[src/rtl/seg_pkg.sv]
// Shared constants and glyph decode for the seven-segment scan driver.
// Segment patterns are {g,f,e,d,c,b,a}, active-low.
package seg_pkg;

  localparam logic [6:0] SEG_BLANK = 7'h7F;

  // Index n holds the glyph for hex digit n.
  localparam logic [15:0][6:0] SEG_GLYPH = {
    7'h0E, 7'h06, 7'h21, 7'h46, 7'h03, 7'h08, 7'h10, 7'h00,
    7'h78, 7'h02, 7'h12, 7'h19, 7'h30, 7'h24, 7'h79, 7'h40
  };

  function automatic logic [6:0] hex_to_seg7(input logic [3:0] nibble);
    return SEG_GLYPH[nibble];
  endfunction

endpackage

[src/rtl/seg7_decode.sv]
// Combinational hex nibble to active-low seven-segment pattern.
module seg7_decode
  import seg_pkg::*;
(
  input  logic [3:0] nibble,
  output logic [6:0] seg
);

  assign seg = hex_to_seg7(nibble);

endmodule

[src/rtl/seg_scan_driver.sv]
// Time-multiplexed N-digit common-anode driver with frame-synchronous shadow
// update, leading-zero blanking and per-digit decimal points.
module seg_scan_driver
  import seg_pkg::*;
#(
  parameter int NUM_DIGITS = 4,
  parameter int PRESCALE   = 1024
) (
  input  logic                    slowClk,
  input  logic                    reset,
  input  logic                    enable,
  input  logic [4*NUM_DIGITS-1:0] value,
  input  logic [NUM_DIGITS-1:0]   dp_in,
  input  logic                    blank_lz,
  input  logic                    load,
  output logic                    load_ack,
  output logic                    frame_start,
  output logic [6:0]              outSeg,
  output logic                    outDp,
  output logic [NUM_DIGITS-1:0]   anode
);

  localparam int PW = $clog2(PRESCALE);
  localparam int DW = ($clog2(NUM_DIGITS) > 1) ? $clog2(NUM_DIGITS) : 1;
  localparam logic [PW-1:0] PCNT_LAST = PW'(PRESCALE - 1);
  localparam logic [DW-1:0] DIDX_LAST = DW'(NUM_DIGITS - 1);

  logic [PW-1:0]           pcnt;
  logic [DW-1:0]           didx;
  logic [4*NUM_DIGITS-1:0] shadow;
  logic                    pending;

  logic       tick, boundary, capture;
  logic [3:0] nib_p0;
  logic [6:0] seg_p0;
  logic       lz_blank_p0;

  assign tick     = enable && (pcnt == PCNT_LAST);
  assign boundary = tick && (didx == DIDX_LAST);
  // A disabled display has no frame to tear, so requests are taken at once.
  assign capture  = (pending || load) && (boundary || !enable);

  // Stage p0: select the active digit from the shadow value
  assign nib_p0 = shadow[{didx, 2'b00} +: 4];

  always_comb begin
    lz_blank_p0 = blank_lz && (didx != '0);
    for (int i = 0; i < NUM_DIGITS; i++) begin
      if (i >= int'(didx) && shadow[4*i +: 4] != 4'h0) lz_blank_p0 = 1'b0;
    end
  end

  seg7_decode u_decode (
    .nibble (nib_p0),
    .seg    (seg_p0)
  );

  // Stage p1: registered counters, handshake and pin drivers
  always_ff @(posedge slowClk or posedge reset) begin
    if (reset) begin
      pcnt        <= '0;
      didx        <= '0;
      shadow      <= '0;
      pending     <= 1'b0;
      load_ack    <= 1'b0;
      frame_start <= 1'b0;
      anode       <= '1;
      outSeg      <= SEG_BLANK;
      outDp       <= 1'b1;
    end else begin
      if (enable) begin
        pcnt <= tick ? '0 : pcnt + PW'(1);
        if (tick) didx <= (didx == DIDX_LAST) ? '0 : didx + DW'(1);
      end
      if (capture) shadow <= value;
      pending     <= !capture && (pending || load);
      load_ack    <= capture;
      frame_start <= boundary;
      // Anodes stay dark on the first cycle of a slot while segments settle.
      anode  <= (enable && pcnt != '0) ? ~(NUM_DIGITS'(1) << didx) : '1;
      outSeg <= (enable && !lz_blank_p0) ? seg_p0 : SEG_BLANK;
      outDp  <= !(enable && pcnt != '0 && dp_in[didx]);
    end
  end

endmodule
[config.mk]
export PLATFORM = sky130hd
export DESIGN_NAME = seg_scan_driver
export DESIGN_NICKNAME = d
export VERILOG_FILES = /design/src/rtl/seg_pkg.sv /design/src/rtl/seg7_decode.sv /design/src/rtl/seg_scan_driver.sv
export SDC_FILE = /design/constraint.sdc
export NUM_CORES = 1
export LEC_CHECK = 0
export ABC_AREA = 1
export CORE_ASPECT_RATIO = 0.6
export CORE_MARGIN = 8
export CORE_UTILIZATION = 35
export CTS_CLUSTER_DIAMETER = 150
export DETAILED_ROUTE_END_ITERATION = 16
export GPL_ROUTABILITY_DRIVEN = 0
export GPL_TIMING_DRIVEN = 0
export SYNTH_ARGS = -nofsm -noshare
export SYNTH_HDL_FRONTEND = slang
export SYNTH_HIERARCHICAL = 1
export SYNTH_SLANG_ARGS = --single-unit
[constraint.sdc]
create_clock -name slowClk -period 1.88 [get_ports slowClk]
set_input_delay 0.282 -clock slowClk [delete_from_list [all_inputs] [get_ports slowClk]]
set_output_delay 0.282 -clock slowClk [all_outputs]
set_load 0.03 [all_outputs]
Yosys cells after proc, flatten, opt, wreduce, memory -nomap -nowiden:

Memory sizes are Yosys's and may differ from the RTL's.
Index checks and enable logic that the tools add are counted.

* memories kept: 1
* input port bits: 25
* output and inout port bits: 14
* ROM bits: 112
* word-level logic and storage cells: 57
* register bits: 43

Memories
* (name not given): words 16, width 7, rd ports 1, clocked after Yosys merged registers in 0, write ports 0, RTL line seg_pkg.sv:14 `return SEG_GLYPH[nibble];`

* reductions and logical operators: 24
* bitwise operators: 1
* shift-type cells: 2
* add/sub/neg operators: 2
* magnitude comparators: 5
* eq/ne operators: 2
* mux-type cells: 11

Operators with widths (number)
* $reduce_bool A4 Y1: 4
* $shiftx A16 B5 Y4: 1
* $mux W7: 2
* $logic_and A1 B1 Y1: 11
* $add A10 B1 Y10 const B: 1
* $eq A10 B10 Y1 const B: 1
* $mux W10: 1
* $reduce_bool A10 Y1: 1
* $lt A4 B5 Y1 const B: 1
* $mux W1: 5
* $ge A1 B2 Y1 const A: 2
* $logic_not A1 Y1: 4
* $mux W4: 1
* $not A4 Y4: 1
* $shl A1 B2 Y4 const A: 1
* $lt A2 B3 Y1 const B: 1
* $add A2 B1 Y2 const B: 1
* $bmux W1 S2: 1
* $eq A2 B2 Y1 const B: 1
* $ge A2 B2 Y1 const A: 1
* $logic_or A1 B1 Y1: 2
* $mux W2: 1
* $reduce_and A2 Y1: 1
* $reduce_bool A2 Y1: 1

Depth between registers and ports, before layout:

Gate-level depths: netlist of the first run.

* depth in word-level cells: 9
* mapped depth: 11
* mapped depth without buffers: 10

Cells and area by module:

Netlist of the first run, hierarchy kept.

Modules (own cells, without submodules)
* seg_scan_driver: instances 1, seq. area each 1091.0 sq um, area an instance 2037.0 sq um, cells an instance 229
* seg7_decode: instances 1, seq. area each 0.0 sq um, area an instance 274.0 sq um, cells an instance 49

Worst setup path after synthesis of the first run:

OpenSTA, ideal clock, no wires.

* path kind: register to register
* from: register didx[0]
* to: register outSeg[3]
* cell stages (with the launch flop): 11
* arrival: 1.942 ns
* slack: -0.152 ns
* clock period less this slack: 2.032 ns
* setup time: 0.090 ns
* cells stage by stage: dfrtp_1 > inv_1 > clkbuf_1 > o21ai_0 > o22ai_1 > inv_1 > ha_1 > nand2_1 > nand3_1 > nand2_1 > nand3b_1

RTL lines
* start: declaration: RTL line seg_scan_driver.sv:29 `logic [DW-1:0] didx;`
* start signal: assignment: RTL line seg_scan_driver.sv:73 `if (tick) didx <= (didx == DIDX_LAST) ? '0 : didx + DW'(1);`
* $shiftx A16 B5 Y4: RTL line seg_scan_driver.sv:44 `assign nib_p0 = shadow[{didx, 2'b00} +: 4];`
* net nib_p0[1]: RTL line seg_scan_driver.sv:34 `logic [3:0] nib_p0;`
* $mem_v2 Z16 W7
* $mux W7 (implied by the code): RTL line seg_pkg.sv:14
* net seg_p0[3]: RTL line seg_scan_driver.sv:35 `logic [6:0] seg_p0;`
* $mux W7: RTL line seg_scan_driver.sv:81 `outSeg <= (enable && !lz_blank_p0) ? seg_p0 : SEG_BLANK;`
* end signal: assignment: RTL line seg_scan_driver.sv:81
* end: declaration: RTL line seg_scan_driver.sv:18 `output logic [6:0] outSeg,`

The timed path passes the listed nets, and every way through them passes these cells. The select of a mux whose other input is x is not followed.
A chain may end at the register's enable or synchronous reset.

Worst setup path in the final report of the first run:

* from: register didx[0]
* to: register outSeg[5]

Same word-level chain as after synthesis.

==> impl_metrics.json, run 1 <==
{
  "yosysUniqueCellTypes": 27,
  "ys_seq_elements": 43,
  "antenna_left": 0,
  "final_cell_mix": "nand2_1 (66), nand3_1 (38), clkdlybuf4s50_1 (37)",
  "root_buffer": "clkbuf_8",
  "insertion_delay_ps": 300,
  "total_power_mw": 2.52,
  "period_minus_slack_ps": 1810,
  "outcome": "finished clean",
  "post-route-drc-count": 0,
  "grt_overflow": 0,
  "startpoint": "didx[0]$_DFFE_PP0P_",
  "routed_wl_um": 5300,
  "synthCells": 278,
  "power_leakage_nw": 1.44,
  "holdPathStages": 2,
  "placed_cell_area_mm2": 0.00280,
  "syn_area_mm2": 0.00231,
  "drt_first_iter_violations": 141,
  "cp-start-kind": "flip-flop",
  "fin_area_mm2": 0.00299,
  "r2r_setup_slack_ps": 70,
  "synthToLayoutAreaGrowth_pct": 29.5,
  "required_ps": 2100,
  "dp_cells": 402,
  "synth_nets": 317,
  "hold_viol": 0,
  "clkSlewWorstSetupHoldPaths_ps": 80,
  "dieArea_mm2": 0.00954,
  "crit_path_cell_trace": "buf_4 -> o21ai_1 -> o22ai_2 -> buf_4 -> ha_1 -> nand2_2 -> o21ai_1 -> nand2_1 -> nand2_1 -> nand3b_1",
  "core_mm2": 0.00653,
  "worst-path-max-fanout": 10,
  "crit_slowest_cell": "dfrtp_2",
  "grt_max_degree": 44,
  "relSlewSlack_pct": 42.1,
  "fin_nets": 365,
  "numCtsBuffers": 5,
  "h-tree-depth": 2,
  "worst-r2r-cell-count": 10,
  "numPortBuffers": 37,
  "min_to": "outSeg[6]$_DFF_PP1_",
  "timing.rr.start": "didx[0]$_DFFE_PP0P_",
  "chipHeight_um": 78.9,
  "slowest_delay_ps": 450,
  "critical_path_class": "reg -> reg",
  "postSynthAreaPerCell_um2": 8.31,
  "wl_per_cell_um": 12.8,
  "reg2reg_to": "outSeg[5]$_DFF_PP1_",
  "clk_path_buf_depth": 2,
  "cts.sinks": 43,
  "n_antenna_cell": 0,
  "finalNonFillerCells": 414,
  "hp-start": "enable",
  "vdd_drop_max_uv": 292,
  "vias": 1948,
  "synth-edff-count": 0,
  "final.period_utilization_pct": 96.1,
  "power_density_mw_per_mm2": 842,
  "track_usage_pct": 11.7,
  "finClkSkew_ps": 8.71,
  "cp-end-kind": "flip-flop",
  "holdBufCountCts": 0,
  "cap_viol_max_count": 0,
  "antenna_found_initial": 0,
  "hold_path.class": "in -> reg",
  "yosysWarnings": 6,
  "layout_commonest_cell": "nand2_1",
  "dpl.hpwl_um": 3990,
  "post_route_cells_drive_above_1_share_pct": 15.6,
  "worst_pin_slew_ps": 868,
  "grt_pass1_wl_um": 9030,
  "firstDrtPassIters": 5,
  "hold_ws_ps": 272,
  "initial_utilization_pct": 35.4,
  "ys.flop_type": "dfrtp_1",
  "max_freq_ghz": 0.554,
  "rows": 23,
  "die_x_um": 121,
  "fillers": 671,
  "first_global_vias": 1836,
  "arrival_ps": 2020,
  "via_per_inst": 4.71,
  "synth-seq-area-share_pct": 47.2,
  "drv_slew": 0,
  "async_flop_share_pct": 100,
  "io_pins": 39,
  "finalSetupViolations": 0,
  "cts_tree": "done"
}
## power by group
group	total (mW)	leakage [nW]	internal, mW	switching [mW]
Clock	0.753	0.0618	0.424	0.329
Sequential	1.17	0.492	1.06	0.105
Combinational	0.597	0.884	0.260	0.337
## cell type report
class                   instances  area, um2  share of cell area [%]
flip-flops and latches         43       1090                    36.5
multi-input cells             199       1090                    36.5
repair buffers                 41        400                    13.4
clock buffers                   8        123                    4.10
well taps                      87        109                    3.64
inverters                      27        104                    3.47
plain buffers                   9       70.1                    2.34
## cell families after synthesis
| kind of cell | Yosys count | synth area share [%] |
|---|---|---|
| DFF | 43 | 47.2 |
| xor gates and xnor gates | 4 | 1.52 |
| AOI/OAI and AO/OA | 31 | 7.74 |
| and+or+nand+nor | 150 | 29.2 |
| buffers and inverters | 36 | 6.77 |
| adders and majority gates | 14 | 7.58 |
## cells in the mapped netlist (2+ instances only)
cell,instances,share of area [%]
a21oi_1,6,1.3
buf_2,2,0.43
buf_6,2,0.97
clkbuf_1,4,0.65
dfrtp_1,31,34
dfstp_2,12,14
ha_1,14,7.6
inv_1,26,4.2
nand2_1,67,11
nand3_1,39,8.4
nand3b_1,8,2.6
nor2_1,26,4.2
nor3_1,5,1.1
o21ai_0,17,3.7
o22ai_1,5,1.4
xor2_1,3,1.1
## through the flow
step / util, % / TNS, ps / worst slack, ps
2_1_floorplan: - / 0 / 68.6
3_3_place_gp: 42.9 / -10270 / -295
3_5_place_dp: 42.9 / -1510 / -300
4_1_cts: 45.4 / 0 / 0.876
5_1_grt: 45.8 / -8.92 / -7.23
6_report: 45.8 / 0 / 74.0
## critical path, delay by kind of cell (launching register included)
kind / cells / cell delay [ps]
fa+ha+maj: 1 / 210
buf+inv: 2 / 350
flops: 1 / 450
simple gates: 4 / 370
compound gates: 3 / 340
## sequential cells by signal, summed over array words and instances, names as in the netlist, 2 cells and up
name,cells
anode,4
didx,2
pcnt,10
shadow,16
outSeg,7
## per-layer routing
layer,share of wire (%),GRT usage [%]
met3,6.0,3.82
met4,0.85,2.97
met5,0,0
met1,55,17.6
met2,39,15.4
## how the worst max path moves through the flow
stage / endpoint / slack, ps
floorplan: outSeg[3]$_DFF_PP1_ / 70
global placement: load_ack$_DFF_PP0_ / -300
detailed placement: outSeg[0]$_DFF_PP1_ / -300
CTS: outSeg[1]$_DFF_PP1_ / 0.9
global route: outSeg[6]$_DFF_PP1_ / -7
finish: outSeg[5]$_DFF_PP1_ / 70
## repair_timing
action | CTS | global route
setup buffers | 4 | 0
setup endpoints to repair | 7 | 8
pin swaps | 2 | 1
gates resized for setup | 7 | 16
gates cloned | 0 | 0
Note: power is estimated with default switching activity, not from simulation.
==> run 2: changes to the inputs <==
Settings changed: CELL_PAD_IN_SITES_DETAIL_PLACEMENT set to 0, CELL_PAD_IN_SITES_GLOBAL_PLACEMENT set to 1, CTS_CLUSTER_DIAMETER 150 to 60, PLACE_DENSITY_LB_ADDON set to 0.1.
==> impl_metrics.json, run 2 (synthesis results as in run 1) <==
{
  "numPortBuffers": 37,
  "track_usage_pct": 12.0,
  "rsz0062_at_grt": "false",
  "clkSlewWorstSetupHoldPaths_ps": 80,
  "power_density_mw_per_mm2": 794,
  "via_per_inst": 4.54,
  "hold_viol": 0,
  "drv_slew": 0,
  "post_route_cells_drive_above_1_share_pct": 17.7,
  "n_antenna_cell": 0,
  "core_mm2": 0.00653,
  "timing.rr.start": "didx[0]$_DFFE_PP0P_",
  "antenna_found_initial": 0,
  "cp-start-kind": "flip-flop",
  "h-tree-depth": 2,
  "drt_first_iter_violations": 78,
  "critical_path_class": "reg -> reg",
  "io_pins": 39,
  "final_cell_mix": "nand2_1 (66), nand3_1 (38), clkdlybuf4s50_1 (37)",
  "firstDrtPassIters": 4,
  "synthToLayoutAreaGrowth_pct": 31.9,
  "finalSetupTns_ps": 0,
  "antenna_left": 0,
  "numCtsBuffers": 5,
  "cp-end-kind": "flip-flop",
  "rows": 23,
  "wl_per_cell_um": 12.8,
  "initial_utilization_pct": 35.4,
  "finalNonFillerCells": 421,
  "r2r_setup_slack_ps": 110,
  "top_register": "shadow",
  "grt_pass1_wl_um": 9200,
  "period_minus_slack_ps": 1770,
  "reg2reg_to": "outSeg[5]$_DFF_PP1_",
  "crit_path_cell_trace": "inv_2 -> buf_8 -> o21ai_1 -> o22ai_2 -> buf_6 -> ha_1 -> nand2_2 -> o21ai_1 -> nand2_1 -> nand2_1 -> nand3b_1",
  "relSlewSlack_pct": 64.6,
  "required_ps": 2090,
  "vias": 1912,
  "worst-r2r-cell-count": 11,
  "outcome": "finished clean",
  "drt-met1-wl_um": 3010,
  "vdd_drop_max_uv": 273,
  "root_buffer": "clkbuf_8",
  "cts.sinks": 43,
  "largest_reg_flops": 16,
  "crit_slowest_cell": "dfrtp_1",
  "cts_tree": "done",
  "clk_path_buf_depth": 2,
  "wl_met3_um": 298,
  "dieArea_mm2": 0.00954,
  "grt_max_degree": 42,
  "dp_cells": 403,
  "fin_nets": 372,
  "worst-path-max-fanout": 11,
  "power_leakage_nw": 1.47,
  "finClkSkew_ps": 7.61,
  "arrival_ps": 1980,
  "first_global_vias": 1903,
  "top_layer": "met4",
  "layout_commonest_cell": "nand2_1",
  "chipHeight_um": 78.9,
  "total_power_mw": 2.42,
  "dr_wl_met2_um": 2030,
  "fin_util_pct": 46.7,
  "finalSetupViolations": 0,
  "final.period_utilization_pct": 94.2,
  "dpl.hpwl_um": 4080,
  "grt_overflow": 0,
  "top_regs": "shadow: 16 flops, pcnt: 10 flops, outSeg: 7 flops",
  "fillers": 667,
  "die_x_um": 121,
  "routed_wl_um": 5410,
  "post-route-drc-count": 0,
  "worst_pin_slew_ps": 527,
  "slowest_delay_ps": 440,
  "max_freq_ghz": 0.565,
  "hold_path.class": "in -> async",
  "insertion_delay_ps": 290,
  "cap_viol_max_count": 0
}
run 2: cell types whose count changed in the layout (fill, tap and decap cells not counted), moves of 2 or more:
cell,delta
clkbuf_16,-2
clkbuf_8,+2
buf_6,+2
buf_4,+4
run 2: worst max-delay path, delay by kind of cell (launching register included):
family	cells	cell delay [ps]
and+or+nand+nor	4	350
AOI/OAI and AO/OA	3	330
buffers and inverters	3	370
DFF	1	440
adders and majority gates	1	190
run 2: report_power, final:
part / internal [mW] / switching, mW / leakage (nW) / total [mW]
Combinational: 0.271 / 0.341 / 0.924 / 0.612
Sequential: 1.06 / 0.101 / 0.492 / 1.17
Clock: 0.335 / 0.306 / 0.0515 / 0.641
run 2: how the worst max path moves through the flow:
| stage | from | slack (ps) | endpoint |
|---|---|---|---|
| after floorplan | didx[0]$_DFFE_PP0P_ | 70 | outSeg[3]$_DFF_PP1_ |
| final | didx[0]$_DFFE_PP0P_ | 110 | outSeg[5]$_DFF_PP1_ |
| after CTS | didx[0]$_DFFE_PP0P_ | 0.3 | outSeg[5]$_DFF_PP1_ |
| after global placement | reset | -320 | load_ack$_DFF_PP0_ |
| after detailed placement | didx[0]$_DFFE_PP0P_ | -300 | outSeg[3]$_DFF_PP1_ |
| after global routing | pcnt[1]$_DFFE_PP0P_ | 0.8 | shadow[5]$_DFFE_PP0P_ |
run 2: metrics by stage:
stage	cell area, um2	hold slack, ps	setup slack, ps
global route	3050	172	0.782
global placement	2800	460	-324
CTS	2970	157	0.269
floorplan	2320	425	68.6
detailed placement	2820	470	-304
finish	3050	166	109
run 2: final cells by class:
type                            count  area, um2  share of cell area [%]
Clock buffer                        8        100                    3.28
Sequential cell                    43       1090                    35.8
Inverter                           27        104                    3.41
Tap cell                           87        109                    3.57
Timing Repair Buffer               48        469                    15.4
Buffer                              9       73.8                    2.42
Multi-Input combinational cell    199       1100                    36.1
run 2: what timing repair did:
action,CTS,global route
hold buffers,0,0
pin swaps,2,4
gates cloned,0,0
gates resized for setup,6,20
buffers inserted,5,5
endpoints found under the setup margin,7,20
run 2: layer usage:
layer / GRT usage, % / up-vias
met5: 0 / -
met4: 4.09 / 0
met2: 15.6 / 42
li1: - / 1016
met1: 17.8 / 849
met3: 3.89 / 5
==> run 3: changes to the inputs <==
Settings changed: PLACE_DENSITY_LB_ADDON 0.1 to 0.25, SYNTH_HIERARCHICAL 1 to unset.
==> impl_metrics.json, run 3 <==
{
  "power_leakage_nw": 1.42,
  "finalNonFillerCells": 416,
  "vdd_drop_max_uv": 328,
  "cp-end-kind": "primary output",
  "yosys-top-cells-area": "dfrtp_1 (34%), nand2_1 (16%), dfstp_2 (14%), nand3_1 (11%), ha_1 (7.1%)",
  "syn_area_mm2": 0.00228,
  "via_per_inst": 4.56,
  "finalSetupViolations": 0,
  "synthCells": 285,
  "register_area_mm2": 0.00109,
  "yosysMostFrequentCell": "nand2_1",
  "io_pins": 39,
  "insertion_delay_ps": 300,
  "firstDrtPassIters": 4,
  "fin_nets": 369,
  "postSynthAreaPerCell_um2": 8.02,
  "async_flop_share_pct": 100,
  "critical_path_class": "reg -> out",
  "drt_first_iter_violations": 92,
  "placed_cell_area_mm2": 0.00279,
  "synthMuxAreaShare_pct": 0,
  "die_x_um": 120,
  "core_mm2": 0.00622,
  "period_minus_slack_ps": 1760,
  "grt_pass1_wl_um": 9170,
  "drv_slew": 0,
  "fin_area_mm2": 0.00293,
  "largest_reg_flops": 16,
  "synth-seq-area-share_pct": 47.8,
  "p_clk_share_pct": 27.3,
  "root_buffer": "clkbuf_8",
  "cts.sinks": 43,
  "hold_viol": 0,
  "wl_per_cell_um": 12.7,
  "max_freq_ghz": 0.567,
  "yosysWarnings": 0,
  "synth-simple-area-share_pct": 33.9,
  "p_int_mw": 1.76,
  "numPortBuffers": 38,
  "startpoint": "anode[1]$_DFF_PP1_",
  "synthToLayoutAreaGrowth_pct": 28.1,
  "synth_nets": 323,
  "clkSlewWorstSetupHoldPaths_ps": 90,
  "layout_commonest_cell": "nand2_1",
  "pwr-share-seq_pct": 46.8,
  "crit_path_cell_trace": "clkdlybuf4s50_1",
  "vias": 1899,
  "synth_xor_area_share_pct": 0.767,
  "finClkSkew_ps": 11.5,
  "worst_pin_slew_ps": 419,
  "final_cell_mix": "nand2_1 (94), nand3_1 (48), clkdlybuf4s50_1 (38)",
  "outcome": "finished clean",
  "yosysUniqueCellTypes": 29,
  "grt_max_degree": 29,
  "path_delay_family": "buffers and inverters",
  "top_regs": "shadow: 16 flops, pcnt: 10 flops, outSeg: 7 flops",
  "crit_slowest_cell": "clkdlybuf4s50_1",
  "multi_input_area_mm2": 0.00109,
  "relSlewSlack_pct": 72.1,
  "antenna_left": 0,
  "grt_overflow": 0,
  "yosys.area.top_type": "dfrtp_1",
  "h-tree-depth": 2,
  "power_density_mw_per_mm2": 892,
  "synthAdderAreaFrac_pct": 7.12,
  "comb_power_share_pct": 26.0,
  "rows": 22,
  "initial_utilization_pct": 36.7,
  "required_ps": 1600,
  "routed_wl_um": 5290,
  "arrival_ps": 1480,
  "cts_tree": "done",
  "synth-edff-count": 0,
  "timing.rr.start": "pcnt[1]$_DFFE_PP0P_",
  "chipHeight_um": 78.6,
  "dpl.hpwl_um": 4120,
  "fillers": 646,
  "track_usage_pct": 11.9,
  "synth_top_family_by_area": "simple AND/OR/NAND/NOR gates",
  "antenna_found_initial": 0,
  "switching_share_pct": 32.4,
  "synth_common_cells": "nand2_1 (96), nand3_1 (48), dfrtp_1 (31), nor2_1 (24), inv_1 (22)",
  "slowest_delay_ps": 670,
  "critPathBufInv": 1,
  "worst-path-max-fanout": 1,
  "ys_seq_elements": 43,
  "ys.flop_type": "dfrtp_1",
  "cp-start-kind": "flip-flop",
  "n_antenna_cell": 0,
  "final.period_utilization_pct": 93.7,
  "synth_top_area_share_pct": 34.0,
  "numCtsBuffers": 5,
  "hold_path.class": "in -> async",
  "total_power_mw": 2.61,
  "dieArea_mm2": 0.00945,
  "fin_util_pct": 47.0,
  "post_route_cells_drive_above_1_share_pct": 12.0,
  "first_global_vias": 1842,
  "hold_ws_ps": 277,
  "switchingPower_mw": 0.846,
  "post-route-drc-count": 0,
  "cap_viol_max_count": 0,
  "clk_path_buf_depth": 2,
  "synth_compound_area_share_pct": 4.76,
  "top_register": "shadow",
  "dp_cells": 408
}
[run 3: cell count changes after synthesis, moves of 2 or more]
cell,previous run,this run
nand2_1,67,96
nand3_1,39,48
o21ai_0,17,9
nand3b_1,8,1
inv_1,26,22
nor3_1,5,1
o22ai_1,5,1
a21oi_1,6,4
clkbuf_1,4,2
inv_2,1,3
nor2_1,26,24
nor4_1,0,2
[run 3: worst paths after layout]
check	to	cells past startpoint	slack, ps
min in group slowClk	shadow[1]$_DFFE_PP0P_	2	480
max reg2reg	shadow[5]$_DFFE_PP0P_	9	180
min	shadow[8]$_DFFE_PP0P_	2	280
max	anode[1]	1	120
max in group asynchronous	anode[0]$_DFF_PP1_	3	1060
min reg2reg	shadow[1]$_DFFE_PP0P_	2	480
[run 3: final cells by class]
| class | instances | area share (%) |
|---|---|---|
| flip-flops and latches | 43 | 37.3 |
| multi-input cells | 211 | 37.1 |
| repair buffers | 39 | 13.7 |
| well taps | 84 | 3.59 |
| inverters | 25 | 3.21 |
| clock buffers | 7 | 2.61 |
| plain buffers | 6 | 1.45 |
| clock inverters | 1 | 1.03 |
[run 3: power by group through the flow]
stage | registers [mW] | clock network [mW] | logic (mW)
6_report | 1.22 | 0.711 | 0.678
5_1_grt | 1.24 | 0.779 | 0.774
4_1_cts | 1.22 | 0.737 | 0.670
3_5_place_dp | 1.23 | 0 | 0.668
3_3_place_gp | 1.23 | 0 | 0.655
2_1_floorplan | 1.26 | 0 | 0.402
[run 3: repair_timing]
item,CTS,global route
hold buffers,0,0
endpoints found under the setup margin,4,7
buffers inserted,0,0
resized for setup,1,10
[run 3: logic make-up after synthesis]
group,after synthesis
AOI/OAI and AO/OA,18
xor gates and xnor gates,2
adders and majority gates,13
buffers and inverters,31
DFF,43
and+or+nand+nor,178
[run 3: per-layer routing]
metal  share of wire, %  track usage [%]
met1                 60             18.6
met3                4.1             3.50
met2                 35             15.1
met4               0.70             2.97
met5                  0                0
[run 3: per-stage QoR]
step	TNS [ps]	setup WS [ps]
floorplan	0	291
global placement	-10890	-351
detailed placement	-24.4	-19.5
CTS	0	5.78
global route	-11.6	-11.6
finish	0	118
